[config.mk]
export PLATFORM = sky130hd
export DESIGN_NAME = rtc_bus_scheduler
export DESIGN_NICKNAME = d
export VERILOG_FILES = /design/src/rtl/rtc_bus_scheduler.sv
export SDC_FILE = /design/constraint.sdc
export NUM_CORES = 1
export LEC_CHECK = 0
export ABC_AREA = 1
export CAP_MARGIN = 20
export CORE_ASPECT_RATIO = 1.5
export CORE_UTILIZATION = 45
export DETAILED_ROUTE_END_ITERATION = 10
export PLACE_DENSITY = 0.72
export SETUP_SLACK_MARGIN = 0.15
export SYNTH_ARGS = -nofsm -noshare
export SYNTH_HDL_FRONTEND = slang
export SYNTH_SLANG_ARGS = --single-unit
[constraint.sdc]
create_clock -name CLK -period 7.7 [get_ports CLK]
set_clock_uncertainty 0.1 [all_clocks]
set_input_delay 1.155 -clock CLK [delete_from_list [all_inputs] [get_ports CLK]]
set_output_delay 1.155 -clock CLK [all_outputs]
set_load 0.05 [all_outputs]
[src/rtl/rtc_bus_scheduler.sv]
// RTC bus scheduler: arbitrates init / write / refresh requests and
// issues one register transaction at a time to the bus-cycle engine.
module rtc_bus_scheduler #(
    parameter logic [7:0] ADDR_SEG  = 8'h21,
    parameter logic [7:0] ADDR_TSEG = 8'h41,
    parameter logic [7:0] ADDR_CTRL = 8'h02,
    parameter logic [7:0] INIT_VAL1 = 8'h10,
    parameter logic [7:0] INIT_VAL2 = 8'h00,
    parameter int         TIMEOUT   = 1000
) (
    input  logic       CLK,
    input  logic       Reset,
    input  logic       init_req,
    input  logic       wr_req,
    input  logic       ct_sel,
    input  logic       refresh_tick,
    input  logic [7:0] w_seg,
    input  logic [7:0] w_min,
    input  logic [7:0] w_hora,
    input  logic [7:0] w_dia,
    input  logic [7:0] w_mes,
    input  logic [7:0] w_ano,
    input  logic [7:0] w_tseg,
    input  logic [7:0] w_tmin,
    input  logic [7:0] w_thora,
    input  logic       bus_done,
    input  logic [7:0] rd_data,
    output logic       bus_start,
    output logic       bus_rw,
    output logic [7:0] bus_addr,
    output logic [7:0] bus_wdata,
    output logic [7:0] r_seg,
    output logic [7:0] r_min,
    output logic [7:0] r_hora,
    output logic [7:0] r_dia,
    output logic [7:0] r_mes,
    output logic [7:0] r_ano,
    output logic [7:0] r_tseg,
    output logic [7:0] r_tmin,
    output logic [7:0] r_thora,
    output logic       rd_valid,
    output logic       busy,
    output logic       bus_err
);

    localparam int CW = $clog2(TIMEOUT + 1);

    typedef enum logic [1:0] {S_IDLE, S_ISSUE, S_WAIT, S_NEXT} state_t;
    typedef enum logic [1:0] {Q_INIT, Q_CLK, Q_TMR, Q_RD} seq_t;

    state_t         state_q, state_d;
    seq_t           seq_q, seq_d;
    logic [3:0]     idx_q, idx_d;
    logic [CW-1:0]  cnt_q, cnt_d;
    logic           init_p_q, init_p_d;
    logic           wr_p_q, wr_p_d;
    logic           rd_p_q, rd_p_d;
    logic           wr_ct_q, wr_ct_d;
    logic           err_q, err_d;
    logic           rdv_q, rdv_d;
    logic           rw_q, rw_d;
    logic [7:0]     addr_q, addr_d;
    logic [7:0]     wdata_q, wdata_d;
    logic [7:0]     snap_q [9];
    logic [7:0]     snap_d [9];
    logic [7:0]     shad_q [9];
    logic [7:0]     shad_d [9];
    logic [7:0]     r_q [9];
    logic [7:0]     r_d [9];

    logic           item_rw;
    logic [7:0]     item_addr;
    logic [7:0]     item_wdata;
    logic [3:0]     last_idx;

    // Item decode for the current sequence position
    always_comb begin
        item_rw    = 1'b1;
        item_addr  = ADDR_CTRL;
        item_wdata = INIT_VAL1;
        last_idx   = 4'd1;
        unique case (seq_q)
            Q_INIT: begin
                item_wdata = (idx_q == 4'd0) ? INIT_VAL1 : INIT_VAL2;
            end
            Q_CLK: begin
                item_addr  = ADDR_SEG + {4'b0, idx_q};
                item_wdata = snap_q[idx_q];
                last_idx   = 4'd5;
            end
            Q_TMR: begin
                item_addr  = ADDR_TSEG + {4'b0, idx_q};
                item_wdata = snap_q[idx_q + 4'd6];
                last_idx   = 4'd2;
            end
            Q_RD: begin
                item_rw    = 1'b0;
                item_wdata = 8'h00;
                last_idx   = 4'd8;
                if (idx_q < 4'd6)
                    item_addr = ADDR_SEG + {4'b0, idx_q};
                else
                    item_addr = ADDR_TSEG + {4'b0, idx_q - 4'd6};
            end
        endcase
    end

    always_comb begin
        state_d  = state_q;
        seq_d    = seq_q;
        idx_d    = idx_q;
        cnt_d    = cnt_q;
        init_p_d = init_p_q;
        wr_p_d   = wr_p_q;
        rd_p_d   = rd_p_q;
        wr_ct_d  = wr_ct_q;
        err_d    = err_q;
        rdv_d    = 1'b0;
        rw_d     = rw_q;
        addr_d   = addr_q;
        wdata_d  = wdata_q;
        snap_d   = snap_q;
        shad_d   = shad_q;
        r_d      = r_q;

        unique case (state_q)
            S_IDLE: begin
                if (init_p_q) begin
                    seq_d    = Q_INIT;
                    init_p_d = 1'b0;
                    idx_d    = 4'd0;
                    state_d  = S_ISSUE;
                end else if (wr_p_q) begin
                    seq_d     = wr_ct_q ? Q_CLK : Q_TMR;
                    wr_p_d    = 1'b0;
                    idx_d     = 4'd0;
                    state_d   = S_ISSUE;
                    snap_d[0] = w_seg;
                    snap_d[1] = w_min;
                    snap_d[2] = w_hora;
                    snap_d[3] = w_dia;
                    snap_d[4] = w_mes;
                    snap_d[5] = w_ano;
                    snap_d[6] = w_tseg;
                    snap_d[7] = w_tmin;
                    snap_d[8] = w_thora;
                end else if (rd_p_q) begin
                    seq_d   = Q_RD;
                    rd_p_d  = 1'b0;
                    idx_d   = 4'd0;
                    state_d = S_ISSUE;
                end
            end
            S_ISSUE: begin
                rw_d    = item_rw;
                addr_d  = item_addr;
                wdata_d = item_wdata;
                cnt_d   = '0;
                state_d = S_WAIT;
            end
            S_WAIT: begin
                cnt_d = cnt_q + CW'(1);
                if (bus_done) begin
                    if (seq_q == Q_RD)
                        shad_d[idx_q] = rd_data;
                    state_d = S_NEXT;
                end else if (cnt_q == CW'(TIMEOUT - 1)) begin
                    err_d   = 1'b1;
                    state_d = S_IDLE;
                end
            end
            S_NEXT: begin
                if (idx_q == last_idx) begin
                    state_d = S_IDLE;
                    if (seq_q == Q_RD) begin
                        r_d   = shad_q;
                        rdv_d = 1'b1;
                    end
                    if (seq_q == Q_INIT)
                        err_d = 1'b0;
                end else begin
                    idx_d   = idx_q + 4'd1;
                    state_d = S_ISSUE;
                end
            end
        endcase

        // New pulses win over a same-cycle grant clear
        if (init_req)
            init_p_d = 1'b1;
        if (wr_req) begin
            wr_p_d  = 1'b1;
            wr_ct_d = ct_sel;
        end
        if (refresh_tick)
            rd_p_d = 1'b1;
    end

    always_ff @(posedge CLK or posedge Reset) begin
        if (Reset) begin
            state_q  <= S_IDLE;
            seq_q    <= Q_INIT;
            idx_q    <= 4'd0;
            cnt_q    <= '0;
            init_p_q <= 1'b0;
            wr_p_q   <= 1'b0;
            rd_p_q   <= 1'b0;
            wr_ct_q  <= 1'b0;
            err_q    <= 1'b0;
            rdv_q    <= 1'b0;
            rw_q     <= 1'b0;
            addr_q   <= 8'h00;
            wdata_q  <= 8'h00;
            snap_q   <= '{default: 8'h00};
            shad_q   <= '{default: 8'h00};
            r_q      <= '{default: 8'h00};
        end else begin
            state_q  <= state_d;
            seq_q    <= seq_d;
            idx_q    <= idx_d;
            cnt_q    <= cnt_d;
            init_p_q <= init_p_d;
            wr_p_q   <= wr_p_d;
            rd_p_q   <= rd_p_d;
            wr_ct_q  <= wr_ct_d;
            err_q    <= err_d;
            rdv_q    <= rdv_d;
            rw_q     <= rw_d;
            addr_q   <= addr_d;
            wdata_q  <= wdata_d;
            snap_q   <= snap_d;
            shad_q   <= shad_d;
            r_q      <= r_d;
        end
    end

    // Bus fields come straight from the decode during ISSUE, then hold
    assign bus_start = (state_q == S_ISSUE);
    assign bus_rw    = bus_start ? item_rw    : rw_q;
    assign bus_addr  = bus_start ? item_addr  : addr_q;
    assign bus_wdata = bus_start ? item_wdata : wdata_q;
    assign busy      = (state_q != S_IDLE);
    assign bus_err   = err_q;
    assign rd_valid  = rdv_q;

    assign r_seg   = r_q[0];
    assign r_min   = r_q[1];
    assign r_hora  = r_q[2];
    assign r_dia   = r_q[3];
    assign r_mes   = r_q[4];
    assign r_ano   = r_q[5];
    assign r_tseg  = r_q[6];
    assign r_tmin  = r_q[7];
    assign r_thora = r_q[8];

endmodule

==> summary.md <==
| Metric | Value |
|---|---|
| Antenna Cells | 0 |
| Yosys warning count | 0 |
| Die Ht | 196 um |
| DRC | 0 |
| Tmin final | 5890 ps |
| Final Max Slew Viols | 0 |
| Status | finished, final reports clean |
| Worst-path clk slew | 70 ps |
| Yosys reg bits | 257 |
| Row count | 70 |
| Syn_nets | 1,372 |
| Final Routed Wirelength | 28.8 mm |
| Worst setup EP type | output port |
| Clock Tree Buf Depth | 3 |
| Part of the cycle the worst path needs | 76.5% |
| Synthesis-to-layout area growth | 24.4% |
| Max-cap viol count | 0 |
| Synthesized area per cell | 8.89 um^2 |
| H-tree depth | 1 |
| Drt pass-1 iters | 5 |
| Port bufs | 179 |
| Core box area | 24,500 um^2 |
| Cell breakdown of the critical path | inv_1, ha_1, inv_2, nor2_1, nand2_1, nand2_1, inv_1, nand2_1, nand2_1, nand2_1, nand2_1, a21oi_1, clkdlybuf4s50_1 |
| Synth Area in Compound Gates | 7.28% |
| FF+latch area | 6430 um^2 |
| Hold EP | r_seg[1] |
| R2R cell count | 12 |
| RR Startpoint | idx_q[1] |
| Multi-input gate area | 4390 um^2 |
| Setup tns final | 0 ps |
| Hold Startpoint | shad_q[65] |
| Final WS setup | 1810 ps |
| Peak supply drop | 0.000339 V |
| Die area | 25,800 um^2 |
| Setup CP Type | flop to output port |
| Worst EP required | 6440 ps |
| DP Worst Slack | 2390 ps |
| Vias in the first global route | 8,673 |
| Synth Area in XOR/XNOR | 0.453% |
| Top area cells in the synthesized netlist | dfrtp_1, nand2_1, mux2_2, o21ai_0, nand3_1 |
| Synth unique cells | 35 |
| Fraction of the mapped netlist area in adder cells | 1.44% |
| GRT Total Usage | 22.7% |
| Most common cell after layout, fill and taps aside | nand2_1 |
| RSZ-0062 raised after global routing | no |
| CP max stage delay | 900 ps |
| Synth Instances | 1,272 |
| CTS resizes | 0 |
| Effective utilization at floorplan | 46.1% |
| Placed cell areas | 13,300 um^2 |
| Critical Path Source Type | flop |
| Slowest CP cell | dfrtp_1 |
| Largest family of logic cells by synthesized area | simple AND/OR/NAND/NOR gates |
| Leak | 6.83 nW |
| Final core utilization | 57.4% |
| Fillers | 2,254 |
| Reg-to-Reg End | wdata_q[4] |
| Worst-skew pair later-pin latency | 520 ps |
| Worst reg2reg setup slack | 4230 ps |
| Ports | 180 |
| Clock tree sinks | 257 |
| CTS root buf | clkbuf_16 |
| Post-DRT Antenna Nets | 0 |
| WP data arrival | 4630 ps |
| Routability cong. | 0.867 |
| Critical Path Fanout Max | 26 |
| Relative slew slack | 33.1% |
| Initial antenna violation count | 0 |
| Final net count | 1,535 |
| Pin count of the biggest net entering global routing | 180 |
| Total grt overflow | 0 |
| Worst hold path cell count | 2 |
| DR WL/cell | 16.3 um |
| Most frequent cells in the layout | nand2_1, dfrtp_1, clkdlybuf4s50_1 |
| Hold Crit Class | flop to flop |
| Detailed-route via count | 8,944 |
| Final instance area | 14,100 um^2 |
| Pwr per Cell Area | 314 nW/um^2 |
| Top cell type's share of synthesized area | 56.9% |
| Slew @ Worst Pin | 1000 ps |
| HPWL Detailed | 20.5 mm |
| Fmax | 0.170 GHz |
| Detail-routed via count per cell | 5.05 |
| Mapped cell area | 11,300 um^2 |
| CTS tree | built |
| Detailed Route Iter0 Violations | 651 |
| Hold WS | 368 ps |
| Sequential area share after synthesis | 56.9% |
| Hold Vio Cnt, Final | 0 |
| First-pass GRT wire length | 46.3 mm |
| Die X | 131 um |
| Post-synth top area cell | dfrtp_1 |
| CTS Buf Count | 24 |
| Post-synthesis simple-gate area fraction | 23.4% |
| Setup Viol. Count Final | 0 |
| Share of cells above drive strength 1 | 8.43% |
| Post-CTS Hold Buffers | 0 |
| Mux cell area share after synthesis | 6.17% |
| CP dominant cell by count | nand2_1 |
| Post-CTS Setup Bufs | 0 |
## sequential cells by signal, summed over array words and instances (netlist names), 2 cells and up
| signal | cells |
|---|---|
| state_q | 2 |
| r_tmin | 8 |
| r_hora | 8 |
| r_thora | 8 |
| r_min | 8 |
| cnt_q | 10 |
| r_tseg | 8 |
| idx_q | 4 |
| wdata_q | 8 |
| addr_q | 8 |
| r_mes | 8 |
| snap_q | 72 |
| r_dia | 8 |
| shad_q | 72 |
| r_ano | 8 |
| r_seg | 8 |
| seq_q | 2 |
## logic make-up after synthesis
family / Yosys count
DFF: 257
AOI/OAI and AO/OA: 155
xor gates and xnor gates: 5
buffers and inverters: 109
adders and majority gates: 13
muxes: 62
and+or+nand+nor: 671
## report_power, final
| group | internal (mW) | switching [mW] | leakage (nW) |
|---|---|---|---|
| registers | 1.61 | 0.155 | 3.37 |
| clock network | 0.656 | 0.493 | 0.370 |
| logic | 0.550 | 0.961 | 3.08 |
| total | 2.81 | 1.61 | 6.83 |
## through the flow
step,instances,power [mW]
3_3_place_gp,1732,3.27
4_1_cts,1771,4.44
2_1_floorplan,1272,2.79
3_5_place_dp,1732,3.30
5_1_grt,1772,4.68
6_report,1772,4.42
## area by class of cell
class / count / share of cell area, %
sequential: 257 / 45.7
multi-input combinational: 906 / 31.2
timing repair buffer: 186 / 13.3
clock buffer: 30 / 4.58
tap: 324 / 2.88
inverter: 60 / 1.64
clock inverter: 9 / 0.702
## Yosys cell counts
library cell	count
nor2_2	6
a22o_1	1
nand3_1	51
o21ai_0	88
xnor2_1	2
nand4_1	1
a21oi_1	36
inv_4	1
buf_4	1
inv_1	54
buf_2	21
nor3b_1	2
nand2_1	554
o21a_1	3
o21bai_1	4
clkbuf_1	19
nor2_4	1
xor2_1	2
inv_2	5
mux2_2	62
nand3b_1	1
nand4_4	1
o21ai_1	11
buf_6	7
buf_1	1
a31oi_1	4
nor3_1	6
ha_1	13
o211ai_1	7
nor4_1	1
nand2_2	2
a2111oi_0	1
xor2_2	1
dfrtp_1	257
nor2_1	45
## worst max-delay path: cells and delay by family (launching register included)
family	cells	cell delay, ps
compound gates	1	250
fa+ha+maj	1	530
buf+inv	4	1530
flops	1	900
simple gates	7	910
## worst max path at each step
stage / from / end / slack, ps / cells past startpoint
detailed placement: idx_q[1] / bus_wdata[5] / 2390 / 11
global placement: idx_q[1] / bus_wdata[5] / 2530 / 11
CTS: idx_q[1] / bus_wdata[5] / 1810 / 11
floorplan: Reset / addr_q[0] / 3060 / 1
global route: idx_q[1] / bus_wdata[5] / 1510 / 11
finish: idx_q[1] / bus_wdata[4] / 1810 / 13
## routing by layer
layer | global-route usage, % | routed length [um]
met1 | 27.3 | 11600
met2 | 40.6 | 14800
met3 | 2.76 | 1130
met4 | 9.82 | 1230
met5 | 0 | 0
Note: power is estimated with default switching activity, not from simulation.
